`src/rtl/counter_pkg.sv`:
```
// Shared constants and helpers for the generic up/down counter family.
package counter_pkg;

    localparam int CNT_WRAP = 0;
    localparam int CNT_SAT  = 1;

    // Bits needed to hold values 0..n-1 (at least 1), for sizing WIDTH from a modulus.
    function automatic int clog2(input longint unsigned n);
        int              r;
        longint unsigned v;
        r = 0;
        v = 1;
        while (v < n) begin
            v = v << 1;
            r++;
        end
        return (r < 1) ? 1 : r;
    endfunction

endpackage

```
`src/rtl/mod_updown_counter.sv`:
```
// WIDTH-bit up/down counter with programmable terminal value MAX, wrap or saturate
// at the boundary, cascadable terminal count and a sticky boundary-event flag.
module mod_updown_counter
    import counter_pkg::*;
#(
    parameter int              WIDTH    = 4,
    parameter longint unsigned MAX      = 15,
    parameter int              SATURATE = CNT_WRAP
) (
    input  logic             clk,
    input  logic             rst,
    input  logic             clear,
    input  logic             load,
    input  logic [WIDTH-1:0] load_val,
    input  logic             en,
    input  logic             up,
    output logic [WIDTH-1:0] count,
    output logic             tc,
    output logic             ovf
);

    if (WIDTH < 1 || WIDTH > 32 || MAX > ((64'd1 << WIDTH) - 64'd1)) begin : g_bad_params
        $fatal(1, "mod_updown_counter: WIDTH must be 1..32 and MAX must fit in WIDTH bits");
    end

    localparam logic [WIDTH-1:0] MAX_V = WIDTH'(MAX);

    function automatic logic [WIDTH-1:0] clamp_load(input logic [WIDTH-1:0] v);
        return (v > MAX_V) ? MAX_V : v;
    endfunction

    // Next value for an enabled step; the boundary case wraps or holds by mode.
    function automatic logic [WIDTH-1:0] step(input logic [WIDTH-1:0] c, input logic dir);
        logic [WIDTH-1:0] r;
        if (dir) begin
            if (c == MAX_V) r = (SATURATE != CNT_WRAP) ? MAX_V : '0;
            else            r = c + WIDTH'(1);
        end else begin
            if (c == '0)    r = (SATURATE != CNT_WRAP) ? '0 : MAX_V;
            else            r = c - WIDTH'(1);
        end
        return r;
    endfunction

    logic at_boundary;

    assign at_boundary = up ? (count == MAX_V) : (count == '0);

    // tc is gated by rst so a held reset never looks like a carry to the next stage.
    assign tc = en & ~clear & ~load & ~rst & at_boundary;

    always_ff @(posedge clk or posedge rst) begin
        if (rst) begin
            count <= '0;
            ovf   <= 1'b0;
        end else if (clear) begin
            count <= '0;
            ovf   <= 1'b0;
        end else if (load) begin
            count <= clamp_load(load_val);
        end else if (en) begin
            count <= step(count, up);
            if (at_boundary) ovf <= 1'b1;
        end
    end

endmodule

```
`config.mk`:
```
export PLATFORM = sky130hd
export DESIGN_NAME = mod_updown_counter
export DESIGN_NICKNAME = d
export VERILOG_FILES = /design/src/rtl/counter_pkg.sv /design/src/rtl/mod_updown_counter.sv
export SDC_FILE = /design/constraint.sdc
export NUM_CORES = 1
export LEC_CHECK = 0
export BUFFER_PORTS_ARGS = -buffer_cell sky130_fd_sc_hd__buf_2
export CAP_MARGIN = 30
export CORE_MARGIN = 3
export CORE_UTILIZATION = 28
export CTS_CLUSTER_SIZE = 25
export DETAILED_ROUTE_END_ITERATION = 12
export HOLD_SLACK_MARGIN = 0.1
export PLACE_DENSITY_LB_ADDON = 0.05
export SLEW_MARGIN = 20
export SYNTH_ARGS = -nofsm -noshare
export SYNTH_HDL_FRONTEND = slang
export SYNTH_SLANG_ARGS = --single-unit
```
`constraint.sdc`:
```
create_clock -name clk -period 1.7 [get_ports clk]
set_input_delay 0.34 -clock clk [delete_from_list [all_inputs] [get_ports clk]]
set_output_delay 0.34 -clock clk [all_outputs]
set_load 0.02 [all_outputs]
```
==> results of run 1 <==
[cell usage after synthesis]
master	count	share of area
a21bo_1	1	0.026
a21oi_1	6	0.077
a311o_1	1	0.026
a31oi_2	1	0.032
clkbuf_1	1	0.0096
dfrtp_1	5	0.32
ha_1	2	0.064
inv_1	6	0.058
inv_2	1	0.0096
mux2_2	1	0.029
mux2i_1	1	0.026
nand2_1	3	0.029
nand4_1	1	0.016
nor2_1	4	0.039
nor2b_1	2	0.032
nor3_1	1	0.013
o21a_1	1	0.019
o21ai_0	2	0.026
o21bai_1	1	0.019
o31ai_1	1	0.019
o41ai_1	1	0.023
or4_1	1	0.019
xnor2_1	3	0.068
[area by class of cell]
cell class	count	area, µm²
multi-input cells	34	279
inverters	7	28.8
fillers	128	578
well taps	14	17.5
clock buffers	4	26.3
repair buffers	23	144
flip-flops and latches	5	128
[critical path, stage by stage, from the launching register on]
cell,delay (ns)
dfrtp_2,0.42
inv_2,0.08
ha_4,0.16
inv_4,0.03
o41ai_4,0.24
nand2_2,0.11
nor3_4,0.18
buf_6,0.14
[sequential cells by signal, indices dropped and copies added, names as in the netlist]
name,count
count,4
ovf,1
[power groups by stage]
stage                     clock [µW]  sequential, µW  combinational, µW
after floorplan                    0             154               66.8
after global placement             0             138                139
after detailed placement           0             138                139
after CTS                        151             136                141
after global routing             168             138                162
final                            145             137                147
[metal layers]
metal | wire (µm) | part of all wire | global-route usage | vias up
li1 | - | - | - | 216
met1 | 486 | 0.47 | 0.166 | 197
met2 | 471 | 0.46 | 0.201 | 17
met3 | 77 | 0.074 | 0.0424 | 0
met4 | 0 | 0 | 0.0904 | 0
met5 | 0 | 0 | 0 | -
[what timing repair did]
item | CTS | global route
pin swaps | 1 | 2
setup endpoints to repair | 1 | 1
hold endpoints to repair | 5 | 0
hold buffers | 1 | 0
resized for setup | 2 | 3
[through the flow]
stage	util	std cells	TNS (ns)	instance area, µm²
after detailed placement	0.470	82	-0.0527	564
after global placement	0.470	82	-0.0433	564
final	0.519	87	-0.250	623
after CTS	0.505	87	-0.295	607
after floorplan	-	47	-0.00442	423
after global routing	0.519	87	-0.368	623
[worst max-delay path by stage]
stage | from | to | slack [ns] | cells past startpoint
4_1_cts | count[1] | tc | -0.29 | 7
6_report | count[1] | tc | -0.25 | 7
3_5_place_dp | count[1] | tc | -0.05 | 7
5_1_grt | count[1] | tc | -0.37 | 7
2_1_floorplan | count[1] | tc | -0.004 | 6
3_3_place_gp | count[1] | tc | -0.04 | 7
[cells by family (layout without fill, tap and decap cells)]
logic type | after synthesis | in the layout | share of synthesized area
adder cells (fa/ha/maj) | 2 | 2 | 0.0643
multiplexers | 2 | 2 | 0.0547
buffers and inverters | 8 | 34 | 0.0771
AND/OR/NAND/NOR | 12 | 12 | 0.148
XOR/XNOR | 3 | 3 | 0.0675
AO/OA/AOI/OAI | 15 | 15 | 0.267
flip-flops | 5 | 5 | 0.322
==> metrics, run 1 <==
failing checks negative setup slack; initial antenna violation count 0; GRT overflow 0; Hold Violations, Final 0; number of global-route vias before repair ~400; worst vdd ir around 0.00035 V; switching share of total power 0.325; wire per inst around 12 µm; Yosys warnings 0; number of setup buffers added after CTS 0; Clock Tree Buf Depth 2; Leak roughly 0.00031 µW; pwr dens a little under 700 nW/µm²; GRT Overall Usage 0.136; unrepaired setup endpoints after global routing yes; R2R Setup Slk between 0.2 and 0.25 ns; hold depth 3; CTS Sinks 5; die height approximately 43 µm; first-pass GRT wire length about 1900 µm; clk_lat worst skew approximately 0.25 ns; hold path startpoint load_val[0]; critical path class flop to output pin; synthesis-to-layout area growth 60.1%; PnR worst setup slack -0.250 ns; cells on worst reg2reg path 5; Mapped Area roughly 400 µm²; number of max-cap violations 0; clk slew on worst S/H paths around 0.05 ns; Seq pwr share 0.320; flops & latches, synth 5; minimum clock period ~2.0 ns; Hold EP count[0]; RePlAce Congestion roughly 0.8; Core Rows 12; reg-to-reg startpoint count[2]; critical path required time between 1 and 1.5 ns; Via Count 430; drt drc 0; Power, Total between 400 and 500 µW; PortBufs 15; Hold Path Class input port to flop; syn nets just under 60; commonest non-fill, non-tap cell in the layout buf_2; Slew Viols, Final 0; via/cell ratio a little under 5; WP data arrival 1.61 ns; starting density of the core 0.324; CTS tree yes; endpoint class of the critical path output pin; Clock Power Share 0.337; Final period util 1.15; internal power slightly below 300 µW; Comb pwr share 0.343; cts bufs inserted 3; Slew headroom 0.800; most frequent cells in the layout buf_2 (14), buf_4 (7), a21oi_1 (6); Root Buffer clkbuf_4; worst hold slack 0.350 ns; reg-to-reg endpoint count[3]; Mean Syn Cell Area 8.28 µm²; synth unique cells 23; largest net degree at the start of global routing 9; Detailed Routing Iterations Pass 1 5; Die ar. roughly 1900 µm²; drt first-iter violations 10; post-place setup slack -0.0527 ns; Worst-Margin Slew approximately 0.3 ns; Gate Count Post-Synth 47; Peak Freq ~0.51 GHz; diodes inserted 0; Setup Viol. Count Final 1; WL final between 1000 and 1500 µm; CP max FO 4; nets 86; Clock Skew roughly 0.0033 ns; Final ANT Viol Nets 0; htree depth 1; ratio of cells with drive above 1 in the final layout 0.493; Psw 140 µW; status complete, but fails checks; # IOs 16; post-synthesis sequential area ratio 0.322; Startpoint Class flop; DP HPWL around 800 µm; die width around 43 µm; Core ar. between 1000 and 1500 µm²
Note: power is estimated with default switching activity, not from simulation.
==> run 2: changes to the inputs <==
- BUFFER_PORTS_ARGS: -buffer_cell sky130_fd_sc_hd__buf_2 -> default
- DONT_BUFFER_PORTS: default -> 1
==> run 2 against run 1 <==
The flow still finishes with violations (negative setup slack). Register-to-register slack got worse by 0.06 ns. Setup slack improved by 0.092 ns. Wire length increased by 1.4%. Clock skew increased by 0.0056 ns. Via count decreased by 7.9%. Sequential share of layout area increased by 1.8 points. Non-clock buffer count decreased by 12.
==> metrics, run 2 (same netlist as run 1, synthesis figures left out) <==
status complete, but fails checks; failing checks negative setup slack; Largest register FFs 4; unrepaired setup endpoints after global routing yes; first-pass GRT wire length approximately 1800 µm; max incr delay on CP about 0.42 ns; die width between 40 and 50 µm; worst hold slack 0.135 ns; Regs by FF count count (4), ovf (1); Seq pwr share 0.331; Hold Violations, Final 0; DP HPWL around 830 µm; critical path required time roughly 1.4 ns; worst setup path end tc; CP max FO 3; Placed Cells around 70; critical path class flop to output pin; Slew headroom 0.825; Die ar. ~1900 µm²; RePlAce Congestion roughly 0.78; worst vdd ir 0.000365 V; # IOs 16; CTS tree yes; Slew Viols, Final 0; Clock Tree Buf Depth 2; cells on worst reg2reg path 6; most frequent cells in the layout buf_4 (10), a21oi_1 (6), nor2_1 (4), inv_1 (4); Cell Chain, Critical Path inv_2 > ha_4 > inv_2 > o41ai_4 > nand2_1 > nor3_4; Setup Viol. Count Final 1; WP data arrival between 1.5 and 2 ns; Psw approximately 140 µW; Hold Path Class input port to flop; CTS Sinks 5; drt drc 0; Comb pwr share 0.311; reg-to-reg startpoint count[0]; reg-to-reg endpoint count[3]; largest net degree at the start of global routing 10; via/cell ratio around 5.3; commonest non-fill, non-tap cell in the layout buf_4; Clock Power Share 0.358; nets 74; ratio of cells with drive above 1 in the final layout 0.410; WL final 1050 µm; Setup crit start count[0]; internal power ~280 µW; die height about 43 µm; switching share of total power 0.324; wire per inst between 10 and 15 µm; WP depth 6; Final ANT Viol Nets 0; delay-heaviest family, CP flip-flops; Final period util 1.09; most used cell, CP inv_2; minimum clock period between 1.5 and 2 ns; drt first-iter violations 11; Worst-Margin Slew about 0.26 ns; Detailed Routing Iterations Pass 1 4; cts bufs inserted 3; PnR worst setup slack -0.159 ns; Core Rows 12; Biggest register count; endpoint class of the critical path output pin; pwr dens roughly 730 nW/µm²; number of max-cap violations 0; Clock Skew 0.00894 ns; number of global-route vias before repair ~360; synthesis-to-layout area growth 47.3%; initial antenna violation count 0; PortBufs 0; diodes inserted 0; clk slew on worst S/H paths approximately 0.060 ns; GRT Overall Usage 0.132; Startpoint Class flop; Via Count slightly below 400; CP Buf/Inv Count 2; Peak Freq around 0.54 GHz; GRT overflow 0; Leak about 0.00026 µW; Core ar. approximately 1200 µm²; Crit-path slowest cell dfrtp_2; R2R Setup Slk roughly 0.16 ns; clk_lat worst skew approximately 0.26 ns; htree depth 1; starting density of the core 0.324; Root Buffer clkbuf_4; setup_tns -0.159 ns; non-filler cells, final 75
## run 2: per-layer routing
layer / vias to the layer above / GRT usage / wire length [µm]
met5: - / 0 / 0
met4: 0 / 0.0723 / 17
met3: 2 / 0.0466 / 84
met2: 18 / 0.204 / 481
met1: 183 / 0.158 / 466
li1: 193 / - / -
## run 2: worst min path at each step
stage	depth (start not counted)	slack (ns)	to	start
2_1_floorplan	1	0.12	count[2]	rst
3_3_place_gp	1	0.14	ovf	rst
3_5_place_dp	1	0.16	ovf	rst
4_1_cts	1	0.13	count[1]	clear
5_1_grt	1	0.13	count[1]	clear
6_report	1	0.13	count[1]	clear
## run 2: final cells by class
cell class / count / area, µm²
inverter: 7 / 26.3
clock inverter: 1 / 5.00
tap: 14 / 17.5
multi-input combinational: 34 / 289
sequential: 5 / 128
clock buffer: 3 / 22.5
fill: 121 / 628
timing repair buffer: 11 / 85.1
## run 2: power by group through the flow
stage / clock network, µW / registers [µW] / logic (µW)
after global placement: 0 / 139 / 118
final: 149 / 138 / 130
after detailed placement: 0 / 139 / 121
after global routing: 157 / 139 / 143
after CTS: 153 / 138 / 131
after floorplan: 0 / 154 / 66.8
## run 2: timing repair
| action | 4_1_cts | 5_1_grt |
|---|---|---|
| gates resized for setup | 3 | 0 |
| buffers inserted | 1 | 0 |
| endpoints found under the setup margin | 1 | 2 |
| hold endpoints to repair | 5 | 0 |
| hold buffers | 1 | 0 |
| pin swaps | 3 | 1 |
| gates cloned | 0 | 0 |
## run 2: through the flow
stage / setup slack, ns / instance area [µm²] / power (µW) / util
floorplan: -0.00442 / 423 / 221 / -
global placement: 0.0290 / 504 / 257 / 0.420
detailed placement: -0.00244 / 504 / 259 / 0.420
CTS: -0.173 / 573 / 421 / 0.477
global route: -0.235 / 573 / 439 / 0.477
finish: -0.159 / 573 / 417 / 0.477
